==> config.mk <==
export PLATFORM = sky130hd
export DESIGN_NAME = bcd_time_decoder
export DESIGN_NICKNAME = d
export VERILOG_FILES = /design/src/rtl/bcd_time_decoder.sv
export SDC_FILE = /design/constraint.sdc
export NUM_CORES = 1
export LEC_CHECK = 0
export BUFFER_PORTS_ARGS = -buffer_cell sky130_fd_sc_hd__buf_2
export CAP_MARGIN = 20
export CORE_MARGIN = 5
export CORE_UTILIZATION = 30
export DETAILED_ROUTE_END_ITERATION = 8
export GPL_ROUTABILITY_DRIVEN = 0
export PLACE_DENSITY = 0.58
export SLEW_MARGIN = 20
export SYNTH_ARGS = -nofsm -noshare
export SYNTH_HDL_FRONTEND = slang
export SYNTH_SLANG_ARGS = --single-unit
==> constraint.sdc <==
create_clock -name clk -period 2.1 [get_ports clk]
set_clock_uncertainty 0.05 [all_clocks]
set_input_delay 0.42 -clock clk [delete_from_list [all_inputs] [get_ports clk]]
set_output_delay 0.42 -clock clk [all_outputs]
set_load 0.05 [all_outputs]
==> src/rtl/bcd_time_decoder.sv <==
// Keypad digit entry buffer (MM:SS, BCD) with a time-multiplexed
// four-digit seven-segment display driver.
module bcd_time_decoder #(
   parameter int SCAN_DIV = 100,
   parameter int CNT_W    = 7
) (
   input  logic        clk,
   input  logic        rst_n,
   input  logic [3:0]  bcd_in,
   input  logic        bcd_valid,
   input  logic        load_en,
   input  logic        clear,
   output logic [15:0] time_out,
   output logic [6:0]  seg,
   output logic [3:0]  an,
   output logic        entry_err
);

   localparam logic [CNT_W-1:0] SCAN_LAST = CNT_W'(SCAN_DIV - 1);

   logic [15:0]      buffer;
   logic [CNT_W-1:0] scan_cnt;
   logic [1:0]       idx;
   logic [3:0]       cur_digit;
   logic             digit_ok;

   function automatic logic [6:0] decode_seg(input logic [3:0] d);
      case (d)
         4'd0:    return 7'h7E;
         4'd1:    return 7'h30;
         4'd2:    return 7'h6D;
         4'd3:    return 7'h79;
         4'd4:    return 7'h33;
         4'd5:    return 7'h5B;
         4'd6:    return 7'h5F;
         4'd7:    return 7'h70;
         4'd8:    return 7'h7F;
         4'd9:    return 7'h7B;
         default: return 7'h00;
      endcase
   endfunction

   assign digit_ok = (bcd_in <= 4'd9);

   // clear outranks a same-cycle strobe; bad codes leave the buffer intact
   always_ff @(posedge clk or negedge rst_n) begin
      if (!rst_n) begin
         buffer    <= 16'h0000;
         entry_err <= 1'b0;
      end else begin
         entry_err <= 1'b0;
         if (clear) begin
            buffer <= 16'h0000;
         end else if (bcd_valid && load_en) begin
            if (digit_ok) begin
               buffer <= {buffer[11:0], bcd_in};
            end else begin
               entry_err <= 1'b1;
            end
         end
      end
   end

   always_ff @(posedge clk or negedge rst_n) begin
      if (!rst_n) begin
         scan_cnt <= '0;
         idx      <= 2'd0;
      end else if (scan_cnt == SCAN_LAST) begin
         scan_cnt <= '0;
         idx      <= idx + 2'd1;
      end else begin
         scan_cnt <= scan_cnt + 1'b1;
      end
   end

   always_comb begin
      cur_digit = buffer[3:0];
      case (idx)
         2'd0: cur_digit = buffer[3:0];
         2'd1: cur_digit = buffer[7:4];
         2'd2: cur_digit = buffer[11:8];
         2'd3: cur_digit = buffer[15:12];
         default: cur_digit = buffer[3:0];
      endcase
   end

   assign time_out = buffer;
   assign an       = 4'b0001 << idx;
   assign seg      = decode_seg(cur_digit);

endmodule

# Yosys cells after proc, flatten, opt, wreduce, memory -nomap -nowiden

Memory sizes are Yosys's and may differ from the RTL's.
Cells that the tools add are included.

Flip-flop bits (word level): 26
Bits in latches: 0
RAM bits: 0
ROM bits: 112
Input port bits: 9
Logic and storage cells: 26
Memories: 1

Memory list:

| memory           | depth | bits a word | rd ports | clocked after memory_dff | write ports | RTL line | RTL |
|---|---|---|---|---|---|---|---|
| (name not given) | 16    | 7           | 1        | 0                        | 0           | 28       | `case (d)` |

Add/subtract/negate cells: 2
Multipliers: 0
Div/mod/pow operators: 0
$lt $le $gt $ge: 1
Eq/ne operators: 4
Shift-type cells: 1
Multiplexer cells: 8
Bitwise logic cells: 0
Reductions and logical operators: 5

Operators by type and width:

| cell                                                                   | number |
|---|---|
| 16-bit two-way mux                                                     | 3 |
| 4-bit one-hot mux with 4 select lines                                  | 1 |
| 7-bit by 1-bit adder with 7-bit output (second input constant)         | 1 |
| 7-bit equality test (second input constant)                            | 1 |
| 7-bit two-way mux                                                      | 1 |
| 2-bit equality test (second input constant)                            | 2 |
| 4-bit <= comparator (second input constant)                            | 1 |
| 2-bit nonzero test                                                     | 2 |
| 1-bit by 2-bit left shift with 4-bit output (first input constant)     | 1 |
| 1-bit two-way mux                                                      | 3 |
| 2-bit by 1-bit adder with 2-bit output (second input constant)         | 1 |
| 2-bit by 1-bit equality test with 1-bit output (second input constant) | 1 |
| 2-bit zero test                                                        | 1 |
| 2-bit AND reduction                                                    | 1 |
| 1-bit logical AND                                                      | 1 |

# Depth between registers and ports, before layout

Gate-level depths: netlist of run 1.

Depth in word-level cells: 4
Depth in mapped cells: 9
Mapped depth without buffers: 9

# Worst setup path after synthesis of run 1

No wires, ideal clock.

Kind: flip-flop to output port
From: register idx[0]
To: output port seg[5]
Data arrival time: 3,172 ps
Data required time: 1,630 ps
Path slack: -1,542 ps
Cell stages (with the launch flop): 9
Path buffers: 1
Cells stage by stage: dfrtp_1 > inv_1 > ha_1 > buf_2 > mux2_2 > ha_1 > inv_1 > o21ai_0 > a21boi_0

Word-level cells in the longest chain between the ends: 3

Ends and longest elaborated chain:

| element                                           | RTL line | RTL |
|---|---|---|
| start, declared                                   | 23       | `logic [1:0] idx;` |
| start signal, assigned                            | 70       | `idx <= idx + 2'd1;` |
| 2-bit equality test, or another cell as far along | 78       | `case (idx)` |
| 4-bit one-hot mux with 4 select lines *           | 78       |  |
| memory read 16 x 7 bit *                          | n/a      |  |
| end, declared                                     | 14       | `output logic [6:0] seg,` |

Every way passes the cells marked *; elsewhere a longest branch is shown, timed or not.

# Worst setup path in the final report of run 1

From: register idx[0]
To: output port seg[2]

Same word-level chain as after synthesis.

==> results by group, run 1 <==
Logic synthesis
  • Netlist cell types: 27
  • Yosys top cell by area: dfrtp_1
  • Sequential area share after synthesis: 44.7%
  • Syn Std Cell Area: 1460 um^2
  • Post-Syn Nets: about 170
  • Yosys top cell area share: 44.7%
  • Synth Instances: between 100 and 150
  • Post-synthesis register bit count: 26
  • Syn Area/Cell: 9.77 um^2
  • Synth area leaders: dfrtp_1 (45%), ha_1 (9.5%), o21ai_0 (4.8%)
  • Synthesis Warnings: 0

Global routing
  • First-pass GRT wire length: 6300 um
  • Gr usage total: roughly an eighth
  • Total congestion overflow: 0
  • Vias in the first global route: 1278
  • Pin count of the biggest net entering global routing: 27
  • Initial antenna violation count: 0

Floorplanning
  • I/O pins: 37
  • Die area: 6340 um^2
  • Die Wd: around 80 um
  • Core footprint: 4720 um^2
  • Die Y-Extent: 79.6 um
  • Site Rows: 25
  • Starting Density: 30.8%

Placed design
  • Port Buf Inserts: 36
  • Placement Cell Area: roughly 2200 um^2
  • HPWL after detailed placement: between 2000 and 3000 um
  • Post-Place Cells: 283
  • Placement Setup Slack: -494 ps

Timing
  • Final setup violating endpoints: 7
  • Tmin final: 2740 ps
  • Fin crit share: 130%
  • Tightest Pin Transition: approximately 580 ps
  • Sum Neg Setup Slack: -4250 ps
  • Final Max Slew Viols: 0
  • Final setup margin: -636 ps
  • Hold_ws: approximately 85 ps
  • RSZ-0062 raised after global routing: true
  • Relative slew slack: roughly three fifths
  • Hold Violations, Final: 0
  • Fmax: approximately 370 MHz

Run status
  • Violated checks: negative setup slack
  • Status: finished, violations left

CTS
  • CTS tree: yes
  • CTS sink cnt: 26
  • Post-CTS Setup Bufs: 0
  • Worst-path clk slew: around 90 ps
  • CTS root buf: clkbuf_8
  • CTS HTree Levels: 1
  • CTS max path bufs: 2
  • Number of CTS-inserted buffers: 3
  • Worst skew pair latency: 270 ps

Critical path
  • CP peak stage delay: 470 ps
  • Worst-path fanout max: 4
  • Critical Path Source Type: register
  • Crit Path Category: reg -> out
  • CP Cell Sequence: inv_4 > ha_4 > buf_4 > a222oi_1 > buf_4 > mux2i_4 > buf_6 > mux2i_4 > o22ai_4 > buf_6
  • Slowest CP cell: dfrtp_2
  • Crit. End Element: primary output
  • Critical path data required time: between 1500 and 2000 ps
  • Crit path arrival time: 2270 ps

Detailed routing
  • WL/cell: 12.9 um
  • Via Count: 1295
  • First-pass iteration count of the detailed router: 4
  • # DRC: 0
  • Final wirelength: 3710 um
  • Via/cell ratio: 4.51
  • DR iter-0 viols: 57
  • Antenna Nets Post-Route: 0

Finish
  • Share of cells above drive strength 1: 53.6%
  • Layout Cells excl Fill: 287
  • Fill count: about 430
  • Diode count: 0
  • Post-route cell area: 2400 um^2
  • Layout net count: 241
  • Area Growth Syn to Fin: 65.3%

Worst hold path
  • Worst min-delay path class: in -> async

Pwr
  • Max VDD drop: 0.000451 V
  • Leakage Power: 1.08 nW
  • Power density cells: 616 nW/um^2

Run
  • Max cap viols: 0
-- synthesized netlist by cell type (all sizes together) --
cell type  number
nand2          18
o21ai          14
mux2i           5
mux2            4
nor3b           1
xor2            1
inv            13
a21boi          1
and4            1
a211oi          1
ha             11
a21oi           1
dfrtp          26
buf             1
xnor2           5
a31oi           1
nand3           4
nor2            7
o22ai           6
clkbuf          5
a222oi          4
nand2b         12
nor2b           2
nor3            1
o31ai           4
-- per-stage QoR --
stage	utilization [%]	total power [W]
after global placement	45.8	0.000994
final	50.9	0.00148
after floorplan	-	0.000854
after global routing	50.9	0.00155
after CTS	50.3	0.00149
after detailed placement	45.8	0.000998
-- final cells by class --
| type | instances | area, um^2 | share of cell area, % |
|---|---|---|---|
| clock inverter | 1 | 30.0 | 1.25 |
| sequential | 26 | 653 | 27.2 |
| tap | 67 | 83.8 | 3.49 |
| inverter | 13 | 58.8 | 2.45 |
| clock buffer | 3 | 41.3 | 1.72 |
| multi-input combinational | 104 | 1020 | 42.3 |
| timing repair buffer | 73 | 520 | 21.6 |
-- what timing repair did --
action / in CTS / in global routing
hold buffers: 0 / 0
setup endpoints to repair: 7 / 7
resized for setup: 39 / 4
pin swaps: 10 / 4
-- path summary, 6_finish.rpt --
kind	slack, ps	endpoint	from	cells after the start
min	90	time_out[14]	rst_n	1
min in group clk	340	time_out[0]	bcd_in[0]	3
max	-640	seg[2]	idx[0]	10
min reg2reg	420	scan_cnt[0]	scan_cnt[0]	1
max in group asynchronous	1500	idx[0]	rst_n	1
max reg2reg	600	idx[1]	scan_cnt[0]	4
-- routing by layer --
layer,share of wire (%),global-route usage [%]
met1,48,17.9
met2,48,20.3
met4,0.51,2.06
met5,0,0
met3,3.6,2.26
-- sequential cells by signal (all words and copies together), names as in the netlist --
| signal | flops |
|---|---|
| entry_err | 1 |
| scan_cnt | 7 |
| time_out | 16 |
| idx | 2 |
-- critical path, delay by kind of cell (launching register included) --
kind	cells	cell delay [ps]
AO/OA/AOI/OAI	2	140
adder cells (fa/ha/maj)	1	140
buffers and inverters	5	710
flip-flops	1	470
multiplexers	2	530
-- report_power, final --
part | internal (W) | total, W | switching [W]
logic | 0.000210 | 0.000532 | 0.000322
registers | 0.000520 | 0.000532 | 0.0000125
clock network | 0.000255 | 0.000417 | 0.000162
total | 0.000984 | 0.00148 | 0.000496
-- layout by cell type (no fill, tap or decap), types with 5 or more instances in the layout --
cell	n
nor2_1	7
buf_2	29
buf_4	32
buf_6	12
o22ai_4	6
o21ai_0	13
dfrtp_1	24
inv_2	5
ha_4	8
mux2i_4	5
nand2_1	18
nand2b_1	11
xnor2_1	5
-- cell families (layout without fill, tap and decap cells) --
group / Yosys count / in the layout / synth area share (%)
buffers and inverters: 19 / 90 / 4.99
AOI/OAI and AO/OA: 32 / 32 / 14.0
muxes: 9 / 9 / 7.05
and+or+nand+nor: 46 / 46 / 16.2
xor gates and xnor gates: 6 / 6 / 3.61
adders and majority gates: 11 / 11 / 9.46
DFF: 26 / 26 / 44.7
Power figures use the tool's default switching activity.
==> inputs of run 2 (changes only) <==
--- a/config.mk
+++ b/config.mk
@@ -10,8 +10,8 @@
 export CORE_MARGIN = 5
 export CORE_UTILIZATION = 30
 export DETAILED_ROUTE_END_ITERATION = 8
-export GPL_ROUTABILITY_DRIVEN = 0
-export PLACE_DENSITY = 0.58
+export GPL_ROUTABILITY_DRIVEN = 1
+export PLACE_DENSITY_LB_ADDON = 0.3
 export SLEW_MARGIN = 20
 export SYNTH_ARGS = -nofsm -noshare
 export SYNTH_HDL_FRONTEND = slang
==> run 2 against run 1 <==
  * The run still ends with negative setup slack left
  * Utilization up 1.0 points
  * Sequential power about the same
  * Clock power rose by 2%
  * Wire length up 2.0%
  * Sequential share of layout area down 0.53 points
  * Total power is essentially flat
  * Flip-flop and latch count unchanged
  * Die area did not move
  * Critical path depth shrank 1
  * Critical endpoint is now seg[5]
==> results by group, run 2 (synthesized netlist as in run 1, its figures left out) <==
Finish
  • Commonest non-fill, non-tap cell in the layout: buf_4
  • Layout net count: 244 (+1.2%)
  • Reg area: 653 um^2 (unchanged)
  • Area Growth Syn to Fin: 68.5%
  • Max reg flops: 16 (unchanged)
  • Multi-input logic area: 997 um^2 (-2.0%)
  • Post-route cell area: 2450 um^2 (+2.0%)
  • Most frequent cells in the layout: buf_4 (30), buf_2 (29), dfrtp_1 (24)
  • Share of cells above drive strength 1: 53.4% (-0.27 points)
  • Diode count: 0 (unchanged)
  • Fill count: 421 (-0.94%)

Timing
  • Relative slew slack: 60.2% (-1.4 points)
  • Final setup margin: -674 ps (-37.8 ps)
  • Tmin final: 2770 ps (+37.8 ps)
  • Fin crit share: 132% (+1.8 points)
  • Final Max Slew Viols: 0 (unchanged)
  • Final setup violating endpoints: 7 (unchanged)
  • RSZ-0062 raised after global routing: true
  • Hold_ws: 82.2 ps (-2.93 ps)
  • Fmax: 361 MHz (-1.4%)
  • Tightest Pin Transition: 597 ps (+21.1 ps)
  • Sum Neg Setup Slack: -4430 ps (-178 ps)
  • Hold Violations, Final: 0 (unchanged)

Pwr
  • Max VDD drop: 0.000335 V (-26%)
  • Clock power frac: 28.6% (+0.5 points)
  • Part of the power in registers: 35.9% (about the same)
  • Internal Power: 0.000983 W (-0.11%)
  • Comb power frac: 35.4% (-0.5 points)
  • Power density cells: 604 nW/um^2 (-1.9%)
  • Switching part of the total: 33.7% (+0.13 points)
  • Switching power: 0.000499 W (+0.46%)
  • Leakage Power: 1.11 nW (+2.8%)
  • Overall Power: 0.00148 W (about the same)

Critical path
  • Worst r2r src: scan_cnt[0]
  • Reg2reg end: idx[1]
  • Critical Path Start: idx[0]
  • Crit Path Category: reg -> out
  • Critical path data required time: 1630 ps (about the same)
  • Crit. End Element: primary output
  • Worst-path fanout max: 3 (-1)
  • Worst Setup EP: seg[5]
  • Reg2reg path depth: 4 (unchanged)
  • Critical Path Source Type: register
  • Crit path arrival time: 2300 ps (+30 ps)
  • Reg2Reg Setup Slack: 600 ps (about the same)

CTS
  • CTS sink cnt: 26 (unchanged)
  • Number of CTS-inserted buffers: 3 (unchanged)
  • CTS tree: yes
  • CTS root buf: clkbuf_8
  • Hold-fix buffers, CTS: 0 (unchanged)
  • CTS HTree Levels: 1 (unchanged)
  • Worst skew pair latency: 280 ps (about the same)
  • Worst-path clk slew: 100 ps (about the same)
  • CTS max path bufs: 2 (unchanged)

Detailed routing
  • Met3 routed WL: 164 um (+24%)
  • Max layer used: met4
  • DR WL met2: 1980 um (+11%)
  • Via Count: 1306 (+0.85%)
  • Antenna Nets Post-Route: 0 (unchanged)
  • Final wirelength: 3780 um (+2.0%)
  • First-pass iteration count of the detailed router: 4 (unchanged)
  • # DRC: 0 (unchanged)
  • Via/cell ratio: 4.50 (-0.19%)
  • Met1 WL: 1590 um (-10%)
  • DR iter-0 viols: 46 (-19%)
  • WL/cell: 13.0 um (+0.94%)

Run status
  • Status: finished, violations left
  • Violated checks: negative setup slack

Placed design
  • Placement Setup Slack: -504 ps (-9.72 ps)
  • HPWL after detailed placement: 2950 um (+2.3%)
  • RePlAce Congestion: between 0.7 and 0.8
  • Placement Cell Area: 2170 um^2 (+0.46%)
  • Port Buf Inserts: 36 (unchanged)

Global routing
  • Vias in the first global route: 1362 (+6.6%)
  • Total congestion overflow: 0 (unchanged)
  • First-pass GRT wire length: 6330 um (+0.44%)
  • Gr usage total: 12.8% (+0.24 points)
  • Pin count of the biggest net entering global routing: 27 (unchanged)
  • Initial antenna violation count: 0 (unchanged)

Floorplanning
  • Site Rows: 25 (unchanged)
  • Starting Density: 30.8% (unchanged)
  • Die area: 6340 um^2 (unchanged)
  • I/O pins: 37 (unchanged)
  • Core footprint: 4720 um^2 (unchanged)
  • Die Y-Extent: 79.6 um (unchanged)
  • Die Wd: 79.6 um (unchanged)

Run
  • Max cap viols: 0 (unchanged)

Worst hold path
  • Worst min-delay path class: in -> async
[run 2: repair_timing]
item | 4_1_cts | 5_1_grt
buffers inserted | 4 | 1
gates resized for setup | 38 | 3
pin swaps | 11 | 4
hold endpoints to repair | 0 | 0
endpoints found under the setup margin | 7 | 7
[run 2: critical path, cell delays in order, from the launching register on]
cell,delay (ps)
dfrtp_2,480
ha_4,200
a222oi_1,330
mux2_4,240
inv_4,40
ha_4,250
inv_2,30
o21ai_2,120
a21boi_4,180
buf_6,170
[run 2: layer usage]
metal	global-route usage, %	vias to the layer above
li1	-	666
met3	2.26	5
met1	15.5	603
met2	23.2	32
met4	3.61	0
met5	0	-
[run 2: final cells by class]
class / count / area share [%]
sequential: 26 / 26.6
tap: 67 / 3.42
inverter: 13 / 2.40
clock inverter: 1 / 1.22
clock buffer: 3 / 1.68
timing repair buffer: 76 / 24.0
multi-input combinational: 104 / 40.7
[run 2: power by group through the flow]
stage               Combinational (W)  Sequential (W)  Clock [W]
floorplan                    0.000240        0.000614          0
global placement             0.000446        0.000542          0
detailed placement           0.000449        0.000543          0
CTS                          0.000525        0.000533   0.000431
global route                 0.000558        0.000536   0.000455
finish                       0.000525        0.000533   0.000424
[run 2: stage by stage]
step                cells  util (%)
floorplan             149         -
global placement      281      46.0
detailed placement    281      46.0
CTS                   289      51.5
global route          290      51.9
finish                290      51.9
[run 2: how the worst min path moves through the flow]
stage                     cells past startpoint         from            to  slack [ps]
after floorplan                               0        rst_n     entry_err          70
after global placement                        1  scan_cnt[0]   scan_cnt[0]         400
after detailed placement                      1        rst_n  time_out[13]         410
after CTS                                     1        rst_n  time_out[13]         100
after global routing                          1        rst_n  time_out[14]         120
final                                         1        rst_n  time_out[13]          80
